## config.mk

```make
export PLATFORM = sky130hd
export DESIGN_NAME = issue_rat_rename
export DESIGN_NICKNAME = d
export VERILOG_FILES = /design/src/rtl/issue_rat_rename_pkg.sv /design/src/rtl/issue_rat_table.sv /design/src/rtl/issue_rat_rename.sv
export SDC_FILE = /design/constraint.sdc
export NUM_CORES = 1
export LEC_CHECK = 0
export CAP_MARGIN = 30
export CORE_ASPECT_RATIO = 0.7
export CORE_MARGIN = 8
export CORE_UTILIZATION = 55
export CTS_CLUSTER_SIZE = 24
export DETAILED_ROUTE_END_ITERATION = 10
export PLACE_DENSITY = 0.7
export SLEW_MARGIN = 15
export SYNTH_ARGS = -nofsm -noshare
export SYNTH_HDL_FRONTEND = slang
export SYNTH_SLANG_ARGS = --single-unit
```

## constraint.sdc

```tcl
create_clock -name clk -period 4.3 [get_ports clk]
set_input_delay 0.86 -clock clk [delete_from_list [all_inputs] [get_ports clk]]
set_output_delay 0.86 -clock clk [all_outputs]
set_load 0.02 [all_outputs]
```

## src/rtl/issue_rat_rename_pkg.sv

```systemverilog
// issue_rat_rename_pkg: shared sizes and RAT entry record for the rename stage
package issue_rat_rename_pkg;
  localparam int RAT_ARCH_REGS = 32;
  localparam int RAT_PRF_WIDTH = 6;
  typedef struct packed {
    logic                     mapped;
    logic [RAT_PRF_WIDTH-1:0] prf;
  } rat_entry_t;
endpackage

```

## src/rtl/issue_rat_table.sv

```systemverilog
// issue_rat_table: flop-based RAT with two read ports, one write port and a bulk load
module issue_rat_table
  import issue_rat_rename_pkg::*;
#(
  parameter int N  = RAT_ARCH_REGS,
  parameter int AW = $clog2(N)
) (
  input  logic          clk,
  input  logic          reset,
  input  logic [AW-1:0] ra0,
  input  logic [AW-1:0] ra1,
  output rat_entry_t    rd0,
  output rat_entry_t    rd1,
  input  logic          we,
  input  logic [AW-1:0] wa,
  input  rat_entry_t    wd,
  input  logic          load,
  input  rat_entry_t    load_data [N],
  output rat_entry_t    dump [N]
);
  rat_entry_t mem [N];
  // reset clears every entry; a bulk load overrides any single write
  always_ff @(posedge clk)
    if (reset)
      for (int i = 0; i < N; i++) mem[i] <= '0;
    else if (load)
      mem <= load_data;
    else if (we)
      mem[wa] <= wd;
  assign rd0  = mem[ra0];
  assign rd1  = mem[ra1];
  assign dump = mem;
endmodule

```

## src/rtl/issue_rat_rename.sv

```systemverilog
// issue_rat_rename: register rename using speculative and architectural RATs
module issue_rat_rename
  import issue_rat_rename_pkg::*;
#(
  parameter int ARCH_REGS = RAT_ARCH_REGS,
  parameter int PRF_WIDTH = RAT_PRF_WIDTH
) (
  input  logic                         clk,
  input  logic                         reset,
  input  logic                         i_rename_valid,
  output logic                         o_rename_ready,
  input  logic [$clog2(ARCH_REGS)-1:0] i_rename_rs1,
  input  logic [$clog2(ARCH_REGS)-1:0] i_rename_rs2,
  input  logic [$clog2(ARCH_REGS)-1:0] i_rename_rd,
  input  logic                         i_rename_rd_en,
  input  logic [PRF_WIDTH-1:0]         i_acquire_prf,
  input  logic                         i_acquire_valid,
  output logic                         o_acquire_ready,
  output logic                         o_renamed_valid,
  input  logic                         i_renamed_ready,
  output logic [PRF_WIDTH-1:0]         o_renamed_prs1,
  output logic [PRF_WIDTH-1:0]         o_renamed_prs2,
  output logic [PRF_WIDTH-1:0]         o_renamed_prd,
  output logic [PRF_WIDTH-1:0]         o_renamed_old_prd,
  output logic                         o_renamed_prs1_mapped,
  output logic                         o_renamed_prs2_mapped,
  output logic                         o_renamed_old_prd_valid,
  output logic                         o_renamed_prd_en,
  input  logic                         i_commit_valid,
  input  logic [$clog2(ARCH_REGS)-1:0] i_commit_rd,
  input  logic [PRF_WIDTH-1:0]         i_commit_prd,
  input  logic                         i_flush
);
  localparam int AW = $clog2(ARCH_REGS);
  logic       alloc, fire, arch_we, unused_arch;
  rat_entry_t spec_rs1, spec_rs2, spec_old, arch_rd0, arch_rd1, new_entry, commit_entry;
  rat_entry_t spec_dump [ARCH_REGS];
  rat_entry_t arch_dump [ARCH_REGS];
  rat_entry_t arch_next [ARCH_REGS];
  assign alloc           = i_rename_rd_en & (i_rename_rd != '0);
  assign o_rename_ready  = ~reset & ~i_flush & (~o_renamed_valid | i_renamed_ready);
  assign fire            = i_rename_valid & o_rename_ready & (~alloc | i_acquire_valid);
  assign o_acquire_ready = fire & alloc;
  assign arch_we         = i_commit_valid & (i_commit_rd != '0);
  assign new_entry       = '{mapped: 1'b1, prf: i_acquire_prf};
  assign commit_entry    = '{mapped: 1'b1, prf: i_commit_prd};
  assign spec_old        = spec_dump[i_rename_rd];
  assign unused_arch     = ^{arch_rd0, arch_rd1};
  // flush restores from the architectural state as it will be after this cycle's commit
  always_comb
    for (int i = 0; i < ARCH_REGS; i++)
      arch_next[i] = (arch_we && i_commit_rd == AW'(i)) ? commit_entry : arch_dump[i];
  issue_rat_table #(.N(ARCH_REGS)) u_spec_rat (
    .clk      (clk),
    .reset    (reset),
    .ra0      (i_rename_rs1),
    .ra1      (i_rename_rs2),
    .rd0      (spec_rs1),
    .rd1      (spec_rs2),
    .we       (fire & alloc),
    .wa       (i_rename_rd),
    .wd       (new_entry),
    .load     (i_flush),
    .load_data(arch_next),
    .dump     (spec_dump)
  );
  issue_rat_table #(.N(ARCH_REGS)) u_arch_rat (
    .clk      (clk),
    .reset    (reset),
    .ra0      (i_commit_rd),
    .ra1      (i_commit_rd),
    .rd0      (arch_rd0),
    .rd1      (arch_rd1),
    .we       (arch_we),
    .wa       (i_commit_rd),
    .wd       (commit_entry),
    .load     (1'b0),
    .load_data(arch_next),
    .dump     (arch_dump)
  );
  // output stage: load on fire, hold while stalled, drop valid on flush or drain
  always_ff @(posedge clk)
    if (reset) begin
      o_renamed_valid         <= 1'b0;
      o_renamed_prs1          <= '0;
      o_renamed_prs2          <= '0;
      o_renamed_prd           <= '0;
      o_renamed_old_prd       <= '0;
      o_renamed_prs1_mapped   <= 1'b0;
      o_renamed_prs2_mapped   <= 1'b0;
      o_renamed_old_prd_valid <= 1'b0;
      o_renamed_prd_en        <= 1'b0;
    end else if (i_flush)
      o_renamed_valid <= 1'b0;
    else if (fire) begin
      o_renamed_valid         <= 1'b1;
      o_renamed_prs1          <= spec_rs1.prf;
      o_renamed_prs2          <= spec_rs2.prf;
      o_renamed_prs1_mapped   <= spec_rs1.mapped;
      o_renamed_prs2_mapped   <= spec_rs2.mapped;
      o_renamed_prd_en        <= alloc;
      o_renamed_prd           <= alloc ? i_acquire_prf : '0;
      o_renamed_old_prd       <= alloc ? spec_old.prf : '0;
      o_renamed_old_prd_valid <= alloc & spec_old.mapped;
    end else if (i_renamed_ready)
      o_renamed_valid <= 1'b0;
endmodule

```

==> qor.txt <==
Status: complete, no violations
Peak supply drop: 0.000485 V
DRT iter0 DRCs: 3,282
H-tree level count: 2
Height of the die: 192 um
Total CTS buffers: 46
Synth Instances: 2,366
Postcts setup bufs: 0
Root Buffer Master: clkbuf_16
HP Start: o_renamed_prs1[3]
Post-synth ARST share: 0%
Detailed Place HPWL: 64.6 mm
Mapped cell area: 24,400 sq um
Leading area contributor after synthesis: dfxtp_1
Worst-Margin Slew: 0.894 ns
Critical path arrival: 2.62 ns
Reg clk slew, reported paths: 0.06 ns
Final hold vios: 0
Clock Latency Late Sink: 0.58 ns
First-pass GRT wire length: 137 mm
Post-layout minimum cycle time: 3.48 ns
Port buffer count: 70
Synth area leaders: dfxtp_1 (39%), mux4_2 (12%), mux2_2 (6.8%)
XOR/XNOR Fraction of Synth Area: 0%
CP Class: primary input to primary output
Worst Skew: 0.0264 ns
Startpoint Class: primary input
Total GRT Usage: 35.6%
Gpl congestion: 1.06
Post-synth top cells: dfxtp_1 (477), nor2_1 (323), a22oi_1 (169)
Setup TNS: 0 ns
Post-CTS Hold Buffers: 0
Adder-cell share of the synthesized area: 0%
Setup crit start: i_rename_valid
Clock buffer depth: 3
Initial Util: 55.7%
Max-cap check violation count: 0
Post-CTS sizing: 0
Overflow after GRT: 0
Synthesized area per cell: 10.3 sq um
Power Total: 10.3 mW
Vias in the first global route: 20,000
R2R Setup Slk: 1.83 ns
Prevailing post-synth register cell: dfxtp_1
Core box area: 43,700 sq um
Post-Synth Simple-Gate Area: 12.5%
Static leakage: 10.5 nW
Number of enable flip-flop cells after synthesis: 0
Fill cell count: 3,632
Largest family of logic cells by synthesized area: multiplexers
Final setup viols: 0
Nets: 2,393
Number of synthesis warnings: 0
CP endpoint kind: primary output
Compound-Gate Fraction of Synth Area: 19.7%
Die width: 268 um
Flops & latches, synth: 477
Hold depth: 2
Share of cells above drive strength 1: 21.2%
Crit path max fanout: 4
Largest net degree at the start of global routing: 89
DRC violations left: 0
Syn Nets: 2,406
Synth top area share: 39.2%
Min-Delay Path Class: flip-flop to flip-flop
Die area: 51,400 sq um
Io pins: 71
Most frequent cell after synthesis: dfxtp_1
R2R depth: 6
Yosys cell types: 65
Post-route ant nets: 0
FP Rows: 64
Rel. slew slack: 40.4%
Initial DRT Pass Iterations: 6
Seq/Total Area, Yosys: 39.2%
WL/cell: 31.4 um
Req. time, crit path: 3.44 ns
RSZ-0062 raised after global routing: no
RR Startpoint: o_renamed_valid
Area delta synth->final: 11.8%
Clk sinks: 477
Fmax: 287 MHz
Final period utilization: 80.9%
RR Endpoint: u_spec_rat.dump[152]
Vias per cell: 7.09
CTS tree: done
Drt total wl: 93.5 mm
Initial antenna violation count: 4
Pwr Density: 377 nW/um^2
Vias: 21,100
Final slew viol count: 0
Worst Hold Path EP: o_renamed_prs1[3]
Mux cell area share after synthesis: 24.1%
## worst max-delay path, stage by stage
cell and delay (ns):
clkdlybuf4s50_1 0.53, nand3_1 0.17, nor3_2 0.19, a21boi_1 0.23
clkdlybuf4s50_1 0.63
## stage by stage
step	std cells	worst slack [ns]	cell area, sq um	utilization, %	hold slack (ns)
after floorplan	2366	1.16	24400	-	0.424
after global placement	2892	0.870	25500	58.4	0.434
after detailed placement	2898	0.831	25700	58.7	0.450
after CTS	2979	0.821	27200	62.3	0.463
after global routing	2980	0.738	27200	62.3	0.481
final	2981	0.821	27200	62.3	0.464
## area by class of cell
class / instances / area [sq um] / area share (%)
multi-input combinational: 1642 / 13700 / 50.4
sequential: 477 / 9550 / 35.1
timing repair buffer: 171 / 1610 / 5.93
clock buffer: 67 / 1330 / 4.89
tap: 594 / 743 / 2.73
clock inverter: 14 / 204 / 0.749
inverter: 15 / 58.8 / 0.216
antenna: 1 / 2.50 / 0.00919
## routing by layer
layer / global-route usage [%] / share of wire, % / up-vias
met1: 51.2 / 42 / 10500
met4: 11.7 / 3.7 / 6
met3: 10.6 / 14 / 230
met5: 0 / 0.040 / -
met2: 50.7 / 41 / 1469
li1: - / - / 8901
## kinds of logic after synthesis
logic type	after synthesis
flops	477
mux	403
buf+inv	247
simple gates	639
compound gates	600
## power by group
part	total [mW]	internal, mW	switching (mW)
registers	4.70	4.55	0.156
logic	1.35	0.501	0.852
clock network	4.22	2.44	1.77
## placed cells by master (no fill, tap or decap), types with 11 or more instances in the layout
| master | synthesis | final |
|---|---|---|
| dfxtp_1 | 477 | 477 |
| nor2_1 | 323 | 322 |
| a22oi_1 | 169 | 169 |
| mux2_2 | 148 | 148 |
| a211oi_1 | 140 | 140 |
| and2_1 | 134 | 134 |
| mux4_2 | 133 | 133 |
| mux2i_1 | 122 | 122 |
| buf_4 | 17 | 89 |
| nand2_1 | 76 | 76 |
| clkdlybuf4s50_1 | 0 | 56 |
| clkbuf_16 | 0 | 47 |
| o211ai_1 | 41 | 41 |
| o211a_1 | 39 | 39 |
| a21oi_1 | 34 | 34 |
| o22a_1 | 26 | 26 |
| o21ai_0 | 19 | 19 |
| nor2b_1 | 18 | 18 |
| nand3_1 | 17 | 17 |
| a221oi_1 | 16 | 16 |
| a41o_1 | 15 | 15 |
| a2bb2oi_1 | 15 | 15 |
| a211oi_2 | 14 | 14 |
| inv_1 | 13 | 13 |
| buf_12 | 0 | 13 |
| clkbuf_1 | 153 | 12 |
| nand4_1 | 11 | 11 |
| o22ai_1 | 11 | 11 |
## worst max-delay path by stage
stage                     depth (start not counted)  slack (ns)                   end
after detailed placement                          5        0.83       o_acquire_ready
after CTS                                         5        0.82       o_acquire_ready
after floorplan                                   5        1.16       o_acquire_ready
final                                             5        0.82       o_acquire_ready
after global routing                              5        0.74       o_acquire_ready
after global placement                            7        0.87  u_spec_rat.dump[152]
## state kept, by name (all words and copies together), names as in the netlist
register / flops
o_renamed_prs2_mapped: 1
o_renamed_old_prd: 6
u_arch_rat.dump: 224
o_renamed_prd: 6
o_renamed_prs1: 6
u_spec_rat.dump: 224
o_renamed_old_prd_valid: 1
o_renamed_valid: 1
o_renamed_prs2: 6
o_renamed_prd_en: 1
o_renamed_prs1_mapped: 1
(Power assumes the default switching activity.)
